`config.mk`:
```
export PLATFORM = sky130hd
export DESIGN_NAME = ysyx_23060236_axi_rd_arbiter
export DESIGN_NICKNAME = d
export VERILOG_FILES = /design/src/rtl/ysyx_23060236_axi_rd_arbiter.sv
export SDC_FILE = /design/constraint.sdc
export NUM_CORES = 1
export LEC_CHECK = 0
export CAP_MARGIN = 40
export CORE_AREA = 3 3 102 178
export DETAILED_ROUTE_END_ITERATION = 6
export DIE_AREA = 0 0 105 181
export PLACE_DENSITY = 0.58
export REMOVE_ABC_BUFFERS = 1
export SLEW_MARGIN = 20
export SYNTH_ARGS = -nofsm -noshare
export SYNTH_HDL_FRONTEND = slang
export SYNTH_SLANG_ARGS = --single-unit
```
`constraint.sdc`:
```
create_clock -name clock -period 7.77 [get_ports clock]
set_clock_uncertainty 0.1 [all_clocks]
set_input_delay 1.9425 -clock clock [delete_from_list [all_inputs] [get_ports clock]]
set_output_delay 1.9425 -clock clock [all_outputs]
set_load 0.02 [all_outputs]
```
`src/rtl/ysyx_23060236_axi_rd_arbiter.sv`:
```
`default_nettype none
// ============================================================================
// Module   : ysyx_23060236_axi_rd_arbiter
// Brief    : Round-robin IFU/LSU arbiter onto one AXI4 read master port,
//            one transaction in flight, R channel routed back to the owner.
// Revision : 1.0
// ============================================================================
module ysyx_23060236_axi_rd_arbiter #(
    parameter logic [3:0] IFU_ID = 4'h0,
    parameter logic [3:0] LSU_ID = 4'h1
) (
    input  logic        clock,
    input  logic        reset,

    input  logic [31:0] ifu_araddr,
    input  logic        ifu_arvalid,
    output logic        ifu_arready,
    input  logic [1:0]  ifu_arburst,
    input  logic [3:0]  ifu_arlen,
    output logic [31:0] ifu_rdata,
    output logic [1:0]  ifu_rresp,
    output logic        ifu_rlast,
    output logic        ifu_rvalid,
    input  logic        ifu_rready,

    input  logic [31:0] lsu_araddr,
    input  logic        lsu_arvalid,
    output logic        lsu_arready,
    input  logic [2:0]  lsu_arsize,
    output logic [31:0] lsu_rdata,
    output logic [1:0]  lsu_rresp,
    output logic        lsu_rvalid,
    input  logic        lsu_rready,

    output logic [31:0] m_araddr,
    output logic        m_arvalid,
    input  logic        m_arready,
    output logic [3:0]  m_arid,
    output logic [7:0]  m_arlen,
    output logic [2:0]  m_arsize,
    output logic [1:0]  m_arburst,
    input  logic [31:0] m_rdata,
    input  logic [1:0]  m_rresp,
    input  logic        m_rlast,
    input  logic        m_rvalid,
    output logic        m_rready,
    input  logic [3:0]  m_rid,

    output logic [31:0] contend_cnt
);

    typedef enum logic [1:0] {
        S_IDLE = 2'd0,
        S_ADDR = 2'd1,
        S_DATA = 2'd2
    } state_t;

    localparam logic c_IFU = 1'b0;
    localparam logic c_LSU = 1'b1;

    state_t      r_state;
    logic        r_last_grant;
    logic        r_owner;
    logic [31:0] r_araddr;
    logic [3:0]  r_arid;
    logic [7:0]  r_arlen;
    logic [2:0]  r_arsize;
    logic [1:0]  r_arburst;
    logic [31:0] r_contend_cnt;

    logic w_idle;
    logic w_grant_ifu;
    logic w_grant_lsu;
    logic w_route_ifu;
    logic w_route_lsu;
    logic w_last_fire;
    logic w_unused;

    // Grants are suppressed while reset is held so no handshake escapes.
    assign w_idle      = (r_state == S_IDLE) & ~reset;
    assign w_grant_lsu = w_idle & lsu_arvalid & (~ifu_arvalid | (r_last_grant == c_IFU));
    assign w_grant_ifu = w_idle & ifu_arvalid & ~w_grant_lsu;

    assign w_route_ifu = (r_state == S_DATA) & (r_owner == c_IFU);
    assign w_route_lsu = (r_state == S_DATA) & (r_owner == c_LSU);
    assign w_last_fire = m_rvalid & m_rready & m_rlast;

    // Only one transaction is ever outstanding, so the returned ID carries no information.
    assign w_unused = ^m_rid;

    assign ifu_arready = w_grant_ifu;
    assign lsu_arready = w_grant_lsu;

    assign m_arvalid = (r_state == S_ADDR);
    assign m_araddr  = r_araddr;
    assign m_arid    = r_arid;
    assign m_arlen   = r_arlen;
    assign m_arsize  = r_arsize;
    assign m_arburst = r_arburst;

    assign m_rready   = (w_route_ifu & ifu_rready) | (w_route_lsu & lsu_rready);
    assign ifu_rvalid = w_route_ifu & m_rvalid;
    assign ifu_rdata  = w_route_ifu ? m_rdata : 32'd0;
    assign ifu_rresp  = w_route_ifu ? m_rresp : 2'd0;
    assign ifu_rlast  = w_route_ifu & m_rlast;
    assign lsu_rvalid = w_route_lsu & m_rvalid;
    assign lsu_rdata  = w_route_lsu ? m_rdata : 32'd0;
    assign lsu_rresp  = w_route_lsu ? m_rresp : 2'd0;

    assign contend_cnt = r_contend_cnt;

    always_ff @(posedge clock or posedge reset) begin
        if (reset) begin
            r_state       <= S_IDLE;
            r_last_grant  <= c_IFU;
            r_owner       <= c_IFU;
            r_araddr      <= 32'd0;
            r_arid        <= 4'd0;
            r_arlen       <= 8'd0;
            r_arsize      <= 3'd0;
            r_arburst     <= 2'd0;
            r_contend_cnt <= 32'd0;
        end else begin
            if ((ifu_arvalid & ~w_grant_ifu) | (lsu_arvalid & ~w_grant_lsu)) begin
                r_contend_cnt <= r_contend_cnt + 32'd1;
            end
            case (r_state)
                S_IDLE: begin
                    if (w_grant_ifu) begin
                        r_state      <= S_ADDR;
                        r_owner      <= c_IFU;
                        r_last_grant <= c_IFU;
                        r_araddr     <= ifu_araddr;
                        r_arid       <= IFU_ID;
                        r_arlen      <= {4'b0000, ifu_arlen};
                        r_arsize     <= 3'b010;
                        r_arburst    <= ifu_arburst;
                    end else if (w_grant_lsu) begin
                        r_state      <= S_ADDR;
                        r_owner      <= c_LSU;
                        r_last_grant <= c_LSU;
                        r_araddr     <= lsu_araddr;
                        r_arid       <= LSU_ID;
                        r_arlen      <= 8'd0;
                        r_arsize     <= lsu_arsize;
                        r_arburst    <= 2'b01;
                    end
                end
                S_ADDR: begin
                    if (m_arready) begin
                        r_state <= S_DATA;
                    end
                end
                S_DATA: begin
                    if (w_last_fire) begin
                        r_state <= S_IDLE;
                    end
                end
                default: r_state <= S_IDLE;
            endcase
        end
    end

endmodule
`default_nettype wire

```
==> impl_results.rst <==
.. list-table::
   :header-rows: 1

   * - Metric
     - Value
   * - Finished Core Util
     - 0.4187
   * - Yosys reg bits
     - between 70 and 80
   * - Starting density of the core
     - 0.2279
   * - Category of the worst setup path capture point
     - output pin
   * - Final hold violations
     - 0
   * - Flip-flop cell with the highest count after synthesis
     - dfrtp_1
   * - Core footprint
     - roughly 17000 µm²
   * - Pin slew with the least headroom to its limit
     - between 0.7 and 0.8 ns
   * - Number of global-route vias before repair
     - 4162
   * - Drt initial violations
     - 280
   * - Ranking of synthesized cells by instance count
     - dfrtp_1, and2_1, inv_1
   * - Outcome
     - finished with violations
   * - Combined global-route utilization of all metal layers
     - 0.1490
   * - Maximum Capacitance Violations
     - 0
   * - Cell with the most instances after synthesis
     - dfrtp_1
   * - Pins Over Slew Limit
     - 0
   * - Per-cell via count in the routed design
     - between 4 and 5
   * - Overall die height
     - between 150 and 200 µm
   * - Routability congestion estimate from global placement
     - 0.7467
   * - Root buffer cell
     - clkbuf_16
   * - Fraction of final layout cells with drive strength greater than 1
     - 0.05346
   * - Top cell type's share of synthesized area
     - 0.4948
   * - Die Outline Area
     - 19010 µm²
   * - Post-detailed-route count of antenna-violating nets
     - 0
   * - Post-synth top area cell
     - dfrtp_1
   * - Antenna cells
     - 0
   * - Yosys warnings
     - 0
   * - CTS Buffer Depth
     - 2
   * - Detail Placement HPWL
     - between 10000 and 15000 µm
   * - Global-route wire length before repair
     - 22180 µm
   * - WL per Instance
     - between 15 and 20 µm
   * - Largest net degree at the start of global routing
     - 55
   * - Achievable Freq
     - about 0.17 GHz
   * - Non-Filler Instances
     - about 860
   * - Final TNS setup
     - 0 ns
   * - Post-synthesis async set-or-reset flop share
     - 1.000
   * - Post-place setup slack
     - approximately 1.9 ns
   * - Post-synthesis instance area
     - 3844 µm²
   * - Number of instances resized during post-cts repair
     - 0
   * - Classification of the worst-slack hold path
     - register to register
   * - Number of port buffers
     - ~260
   * - Synth top area cells
     - dfrtp_1, and2_1, a222oi_1
   * - Total of endpoints with negative setup slack in the final report
     - 0
   * - Number of H-tree levels
     - 3
   * - Shortest period the worst path allows
     - between 5 and 6 ns
   * - Number of DRC violations after detailed routing
     - 5
   * - Number of top-level pins
     - ~280
   * - Total overflow reported by the global router
     - 0
   * - Number of nets at the end of the flow
     - around 750
   * - Remaining max-slew budget at the tightest pin
     - 0.5290
   * - Pwr dens
     - ~300 nW/µm²
   * - Buffers inserted during post-CTS setup optimization
     - 0
   * - Vias post-DR
     - 3839
   * - Min Hold Slack
     - about 0.37 ns
   * - Number of sinks handled by clock tree synthesis
     - 76
   * - Later-pin clock latency in the skew report
     - about 0.33 ns
   * - Seq/Total Area, Yosys
     - 0.4948
   * - Fraction of the cycle the final worst path needs
     - 0.7524
   * - Number of flops mapped to enable cells by yosys
     - 0
   * - Distinct cell type count after synthesis
     - 37
   * - Start-to-end type of the worst setup path
     - input port to output pin
   * - Worst endpoint required time
     - ~5.7 ns
   * - Clock transition time at the flip-flop clock pins of the worst setup and hold paths
     - around 0.06 ns
   * - Worst Path Max Fanout
     - 5
   * - Unrepaired setup endpoints after global routing
     - false
   * - Number of antenna violations at the first check in global routing
     - 0
   * - Instance count of the mapped netlist
     - between 300 and 400
   * - Synthesized area per cell
     - ~10 µm²
   * - Slack of the critical path
     - between 1.5 and 2 ns
   * - Iteration count of the initial detailed-routing pass
     - 7
   * - Synthesis-to-layout area growth
     - 83.76%
   * - Row cnt
     - 63
   * - Data arrival, critical path
     - ~3.8 ns
   * - Number of hold buffers added after CTS
     - 0
   * - Inserted Clock Buffers
     - 9
   * - Launching element type of the critical path
     - input port
   * - Peak supply drop
     - around 120 µV
   * - Leakage power summed over all cells
     - slightly above 3 nW
   * - Horiz. Die Dim
     - around 110 µm
   * - Violations in the final reports
     - DRC
   * - TritonCTS clock tree
     - built
   * - Placed cells
     - 848
   * - Total wire length
     - 13990 µm
==> routing by layer <==
layer | track usage | vias to the layer above | wire length (µm)
met5 | 0 | - | 0
met4 | 0.05360 | 0 | 215
met3 | 0.05649 | 11 | 1372
met2 | 0.2737 | 220 | 7273
met1 | 0.1516 | 1814 | 5124
li1 | - | 1794 | -
==> cells by family after synthesis <==
family	count (synthesis)	share of synthesized area
other cells	1	0.0009756
flops	76	0.4948
xor+xnor	31	0.07064
fa+ha+maj	1	0.003255
compound gates	49	0.1182
mux	1	0.002929
simple gates	145	0.2328
buf+inv	68	0.07650
==> worst max-delay path, cell delays in order <==
cell and delay, ns:
clkdlybuf4s50_1 0.48, nor3_4 0.31, nand2_1 0.19, a21oi_4 0.21, clkdlybuf4s50_1 0.67
==> metrics by stage <==
| step | instance area [µm²] | total power [W] |
|---|---|---|
| finish | 7063 | 0.002096 |
| global route | 7063 | 0.002220 |
| CTS | 7063 | 0.002132 |
| detailed placement | 6756 | 0.001680 |
| global placement | 6714 | 0.001655 |
| floorplan | 3726 | 0.001124 |
==> placed cells by master (no fill, tap or decap), drive strengths merged, types with 8 or more instances in the layout <==
cell type,synthesis,final
xnor2,14,14
nand3,10,10
dfrtp,76,76
a222oi,32,32
and2,71,71
nor2,10,10
inv,41,40
a22o,8,8
nor3,11,11
nand2,22,22
xor2,17,17
clkbuf,12,10
clkdlybuf4s50,0,264
==> power breakdown <==
| group | switching, W | internal, W |
|---|---|---|
| sequential | 0.0000978 | 0.000523 |
| combinational | 0.000520 | 0.000520 |
| clock | 0.000157 | 0.000278 |
| total | 0.000775 | 0.00132 |
==> path summary, 6_finish.rpt <==
kind                                       from               to  slack, ns  cells after the start
worst max-delay path                      reset      ifu_arready       1.92                      5
worst min register to register  contend_cnt[31]  contend_cnt[31]       0.37                      1
max in group asynchronous                 reset   contend_cnt[5]       4.61                      3
min in group asynchronous                 reset       r_state[1]       1.91                      2
worst min-delay path            contend_cnt[31]  contend_cnt[31]       0.37                      1
worst max register to register       r_state[0]     m_araddr[26]       5.66                      6
==> flip-flops by register name, summed over array words and instances, names as in the netlist <==
signal,flops
m_arsize,3
m_arlen,4
r_state,2
m_araddr,32
contend_cnt,32
m_arburst,2
r_owner,1
==> layout make-up <==
class,instances,area (µm²)
repair buffers,270,2715
inverters,41,155.1
clock inverters,5,77.57
flip-flops and latches,76,1902
well taps,227,284.0
multi-input cells,234,1700
clock buffers,10,229.0
fillers,1674,9806
Power figures use the tool's default switching activity.
